$ cat config.mk
export PLATFORM = sky130hd
export DESIGN_NAME = uart_frame_scheduler
export DESIGN_NICKNAME = d
export VERILOG_FILES = /design/src/rtl/uart_frame_scheduler.sv
export SDC_FILE = /design/constraint.sdc
export NUM_CORES = 1
export LEC_CHECK = 0
export CAP_MARGIN = 20
export CORE_UTILIZATION = 55
export CTS_CLUSTER_DIAMETER = 40
export DETAILED_ROUTE_END_ITERATION = 16
export DONT_BUFFER_PORTS = 1
export PLACE_DENSITY = 0.7
export SKIP_LAST_GASP = 1
export SYNTH_ARGS = -nofsm -noshare
export SYNTH_HDL_FRONTEND = slang
export SYNTH_SLANG_ARGS = --single-unit
$ cat constraint.sdc
create_clock -name clk_in -period 2.8 [get_ports clk_in]
set_input_delay 0.84 -clock clk_in [delete_from_list [all_inputs] [get_ports clk_in]]
set_output_delay 0.84 -clock clk_in [all_outputs]
set_load 0.02 [all_outputs]
$ cat src/rtl/uart_frame_scheduler.sv
// Two-source round-robin arbiter that frames the granted word as one header byte
// followed by its data bytes (LSB first) for a byte-wide UART transmitter.
module uart_frame_scheduler #(
  parameter int unsigned WORD_BITS   = 64,
  parameter logic [7:0]  HEADER_BASE = 8'hA0
) (
  input  logic                 clk_in,
  input  logic                 rst_in,
  input  logic                 req0_valid_in,
  input  logic [WORD_BITS-1:0] req0_data_in,
  output logic                 req0_ready_out,
  input  logic                 req1_valid_in,
  input  logic [WORD_BITS-1:0] req1_data_in,
  output logic                 req1_ready_out,
  output logic [7:0]           uart_data_out,
  output logic                 uart_trigger_out,
  input  logic                 uart_busy_in,
  output logic                 busy_out,
  output logic                 last_grant_out,
  output logic [15:0]          frame_count_out
);

  localparam int unsigned NBYTES  = WORD_BITS / 8;
  localparam int unsigned SR_BITS = (NBYTES + 1) * 8;
  localparam int unsigned CNT_W   = $clog2(NBYTES + 1);
  localparam logic [CNT_W-1:0] LAST_BYTE = CNT_W'(NBYTES);

  typedef enum logic [1:0] {
    IDLE       = 2'd0,
    FIRE       = 2'd1,
    WAIT_START = 2'd2,
    WAIT_DONE  = 2'd3
  } state_t;

  state_t             state_q, state_d;
  logic [SR_BITS-1:0] sr_q, sr_d;
  logic [CNT_W-1:0]   cnt_q, cnt_d;
  logic               last_grant_q, last_grant_d;
  logic [15:0]        frame_count_q, frame_count_d;

  logic               sel;
  logic [WORD_BITS-1:0] grant_word;

  always_ff @(posedge clk_in) begin
    if (rst_in) begin
      state_q       <= IDLE;
      sr_q          <= '0;
      cnt_q         <= '0;
      last_grant_q  <= 1'b1;
      frame_count_q <= 16'h0000;
    end else begin
      state_q       <= state_d;
      sr_q          <= sr_d;
      cnt_q         <= cnt_d;
      last_grant_q  <= last_grant_d;
      frame_count_q <= frame_count_d;
    end
  end

  always_comb begin
    state_d          = state_q;
    sr_d             = sr_q;
    cnt_d            = cnt_q;
    last_grant_d     = last_grant_q;
    frame_count_d    = frame_count_q;
    req0_ready_out   = 1'b0;
    req1_ready_out   = 1'b0;
    uart_trigger_out = 1'b0;

    // On a tie the source that did not win last time goes next.
    if (req0_valid_in && req1_valid_in) begin
      sel = ~last_grant_q;
    end else if (req1_valid_in) begin
      sel = 1'b1;
    end else begin
      sel = 1'b0;
    end
    grant_word = sel ? req1_data_in : req0_data_in;

    case (state_q)
      IDLE: begin
        req0_ready_out = req0_valid_in && !sel;
        req1_ready_out = req1_valid_in && sel;
        if (req0_ready_out || req1_ready_out) begin
          sr_d         = {grant_word, HEADER_BASE + 8'(sel)};
          last_grant_d = sel;
          cnt_d        = '0;
          state_d      = FIRE;
        end else begin
          state_d      = IDLE;
        end
      end
      FIRE: begin
        uart_trigger_out = !uart_busy_in;
        if (!uart_busy_in) begin
          state_d = WAIT_START;
        end else begin
          state_d = FIRE;
        end
      end
      WAIT_START: begin
        if (uart_busy_in) begin
          state_d = WAIT_DONE;
        end else begin
          state_d = WAIT_START;
        end
      end
      WAIT_DONE: begin
        if (!uart_busy_in) begin
          if (cnt_q == LAST_BYTE) begin
            frame_count_d = frame_count_q + 16'd1;
            state_d       = IDLE;
          end else begin
            sr_d    = sr_q >> 8;
            cnt_d   = cnt_q + CNT_W'(1);
            state_d = FIRE;
          end
        end else begin
          state_d = WAIT_DONE;
        end
      end
      default: begin
        state_d = IDLE;
      end
    endcase
  end

  assign uart_data_out   = sr_q[7:0];
  assign busy_out        = (state_q != IDLE);
  assign last_grant_out  = last_grant_q;
  assign frame_count_out = frame_count_q;

endmodule

==> metrics.cfg <==
[outcome]
outcome = completed

[setup_path]
critPathSlowestCell = dfxtp_1
r2r_slack_ns = 0.78
arrival_ns = 1.67
critPathLaunch = state_q[1]$_SDFF_PP0_
critPathTopFamily = simple AND/OR/NAND/NOR gates
crit_path_end_kind = output pin
r2r_start = cnt_q[0]$_SDFFE_PP0P_
cp.required_ns = 1.96
reg2regPathDepth = 8
critPathKind = reg -> out
cp.buffers_inverters = 1
worstSetupStartpointType = flip-flop
rr_endpoint = sr_q[17]$_SDFFE_PP0P_
critPathMaxStageDelay_ns = 0.43
crit_chain = nor2_2, inv_1, nor2_1
crit_fanout = 9

[global_route]
grt_start_max_net_pins = 66
antenna_found_initial = 0
grt_pass1_wl_um = 18200
gr-usage-all-layers_pct = 26.1
overflow = 0
grt_pass1_vias = 3660

[timing]
fin_skew_ns = 0.0111
holdWs_ns = 0.462
period_needed_ns = 2.51
setup_ws_ns = 0.287
finalSetupViolations = 0
tns_ns = 0
tightest_slew_ns = 0.590
min_period_over_period_pct = 89.7
rsz0062_at_grt = no
relSlewSlack_pct = 60.7
drv_slew = 0
hold_viol_final = 0
fmax_mhz = 398

[cells_and_area]
nFillCells = 804
syn_to_final_growth_pct = 4.03
postLayoutCoreUtil_pct = 59.4
multi_input_area_um2 = 2540
layout-drive-gt1-share_pct = 7.00
finalInstanceArea_um2 = 4900
regArea_um2 = 1900
diodes = 0
num-nets-final = 717

[placement]
io_buffer_count = 0
dpl_cell_area_um2 = 4710
place.gp.congestion = 0.787
dp_slack_ns = 0.548
place_hpwl_um = 7990

[clock_network]
cts_setup_buffers = 0
cts-buffers-inserted = 9
ctsRootBufferMaster = clkbuf_8
worstSkewPairLatency_ns = 0.35
cts_buffer_depth = 2
cts-resized-gates = 0
clock-sinks = 95
clkSlewWorstSetupHoldPaths_ns = 0.09
cts_max_level = 3
cts_tree = done
postCtsHoldBufs = 0

[routing]
drc_errors = 0
drtIter0Drc = 258
met1_length_um = 5330
wl_met3_um = 992
antenna_left = 0
top_layer = met4
firstDrtPassIters = 4
vias = 4212
wire_per_inst_um = 17.1
vias_per_cell = 6.10
met2_length_um = 5280
wl_um = 11800

[yosys]
synthCells = 617
synth_commonest_cells = 137 x a21oi_1, 95 x dfxtp_1, 92 x nand2_1, 72 x nor2_1, 56 x a22o_1
syn_area_um2 = 4710
ys_types = 42
synthFlopType = dfxtp_1
avgSynthCellArea_um2 = 7.64
synth.top_cell.area_share_pct = 40.4
synth_nets = 753
synth.area.top_cells = dfxtp_1 40%, a21oi_1 15%, a22o_1 10%
synth.most_common_cell = a21oi_1
yosysTopAreaCell = dfxtp_1
synth_seq_cells = 95
ys_seq_area_share_pct = 40.4
synthArstFlopShare_pct = 0
ys.warnings.count = 0
synth_edf_count = 0

[floorplan]
num_rows = 33
core_area_um2 = 8260
fp.dieArea_um2 = 8940
initial_core_util_pct = 57.1
die_h_um = 94.6
pin_count = 162
chipWidth_um = 94.6

[min_path]
min_path_cells = 2
hold_path_startpoint = sr_q[9]$_SDFFE_PP0P_
holdPathEnd = sr_q[1]$_SDFFE_PP0P_
hold_class = reg -> reg

[power]
p_leak_nw = 2.01
peakVddDrop_uv = 207
power_density_nw_per_um2 = 603

[flow_run]
cap_violations = 0

## flip-flops by register name, summed over array words and instances (netlist names)
register	cells
cnt_q	4
last_grant_out	1
frame_count_out	16
sr_q	72
state_q	2
## worst max path at each step
stage	to	depth (start not counted)
6_report	req1_ready_out	3
4_1_cts	req1_ready_out	3
5_1_grt	req1_ready_out	3
2_1_floorplan	req0_ready_out	4
3_5_place_dp	req1_ready_out	2
3_3_place_gp	req1_ready_out	2
## through the flow
stage / total power [mW] / std cells
finish: 2.96 / 691
global route: 3.12 / 691
CTS: 2.98 / 691
detailed placement: 2.08 / 675
global placement: 2.07 / 675
floorplan: 1.98 / 617
## report_power, final
| part | internal [mW] | leakage (nW) | switching, mW |
|---|---|---|---|
| combinational | 0.205 | 1.13 | 0.290 |
| clock | 0.420 | 0.0973 | 0.482 |
| sequential | 1.47 | 0.778 | 0.0884 |
## logic make-up after synthesis
group / count (synthesis) / share of synthesized area (%)
AO/OA/AOI/OAI: 238 / 31.2
AND/OR/NAND/NOR: 205 / 19.3
flip-flops: 95 / 40.4
buffers and inverters: 67 / 6.50
XOR/XNOR: 7 / 1.30
adder cells (fa/ha/maj): 3 / 0.796
multiplexers: 2 / 0.478
## per-layer routing
metal / global-route usage, % / vias up
met5: 0 / -
met4: 9.60 / 0
met2: 39.0 / 155
li1: - / 2097
met3: 4.75 / 15
met1: 37.3 / 1945
## worst register-to-register path, cell delays in order (launching register included)
cell,delay (ns)
dfxtp_1,0.36
inv_1,0.07
ha_1,0.25
nand3b_4,0.14
nor2_1,0.06
buf_4,0.19
nor3_2,0.15
buf_4,0.51
a22o_1,0.23
## layout by cell type, fill, tap and decap left out, types with 3 or more instances in the layout
master,instances
a21o_1,9
a21oi_1,136
a22o_1,56
and4_1,3
buf_4,8
clkbuf_8,9
dfxtp_1,95
ha_1,3
inv_1,10
nand2_1,91
nand3_1,6
nor2_1,72
nor2b_1,3
nor4_1,4
o21ai_0,21
o31ai_1,4
or3_1,4
or4_1,5
xnor2_1,5
## final cells by class
type                            instances  share of cell area, %
Sequential cell                        95                   38.8
Inverter                               10                  0.766
Timing Repair Buffer                   10                   2.04
Clock inverter                          6                   1.40
Tap cell                              105                   2.68
Multi-Input combinational cell        455                   51.7
Clock buffer                           10                   2.60
Note: power is estimated with default switching activity, not from simulation.
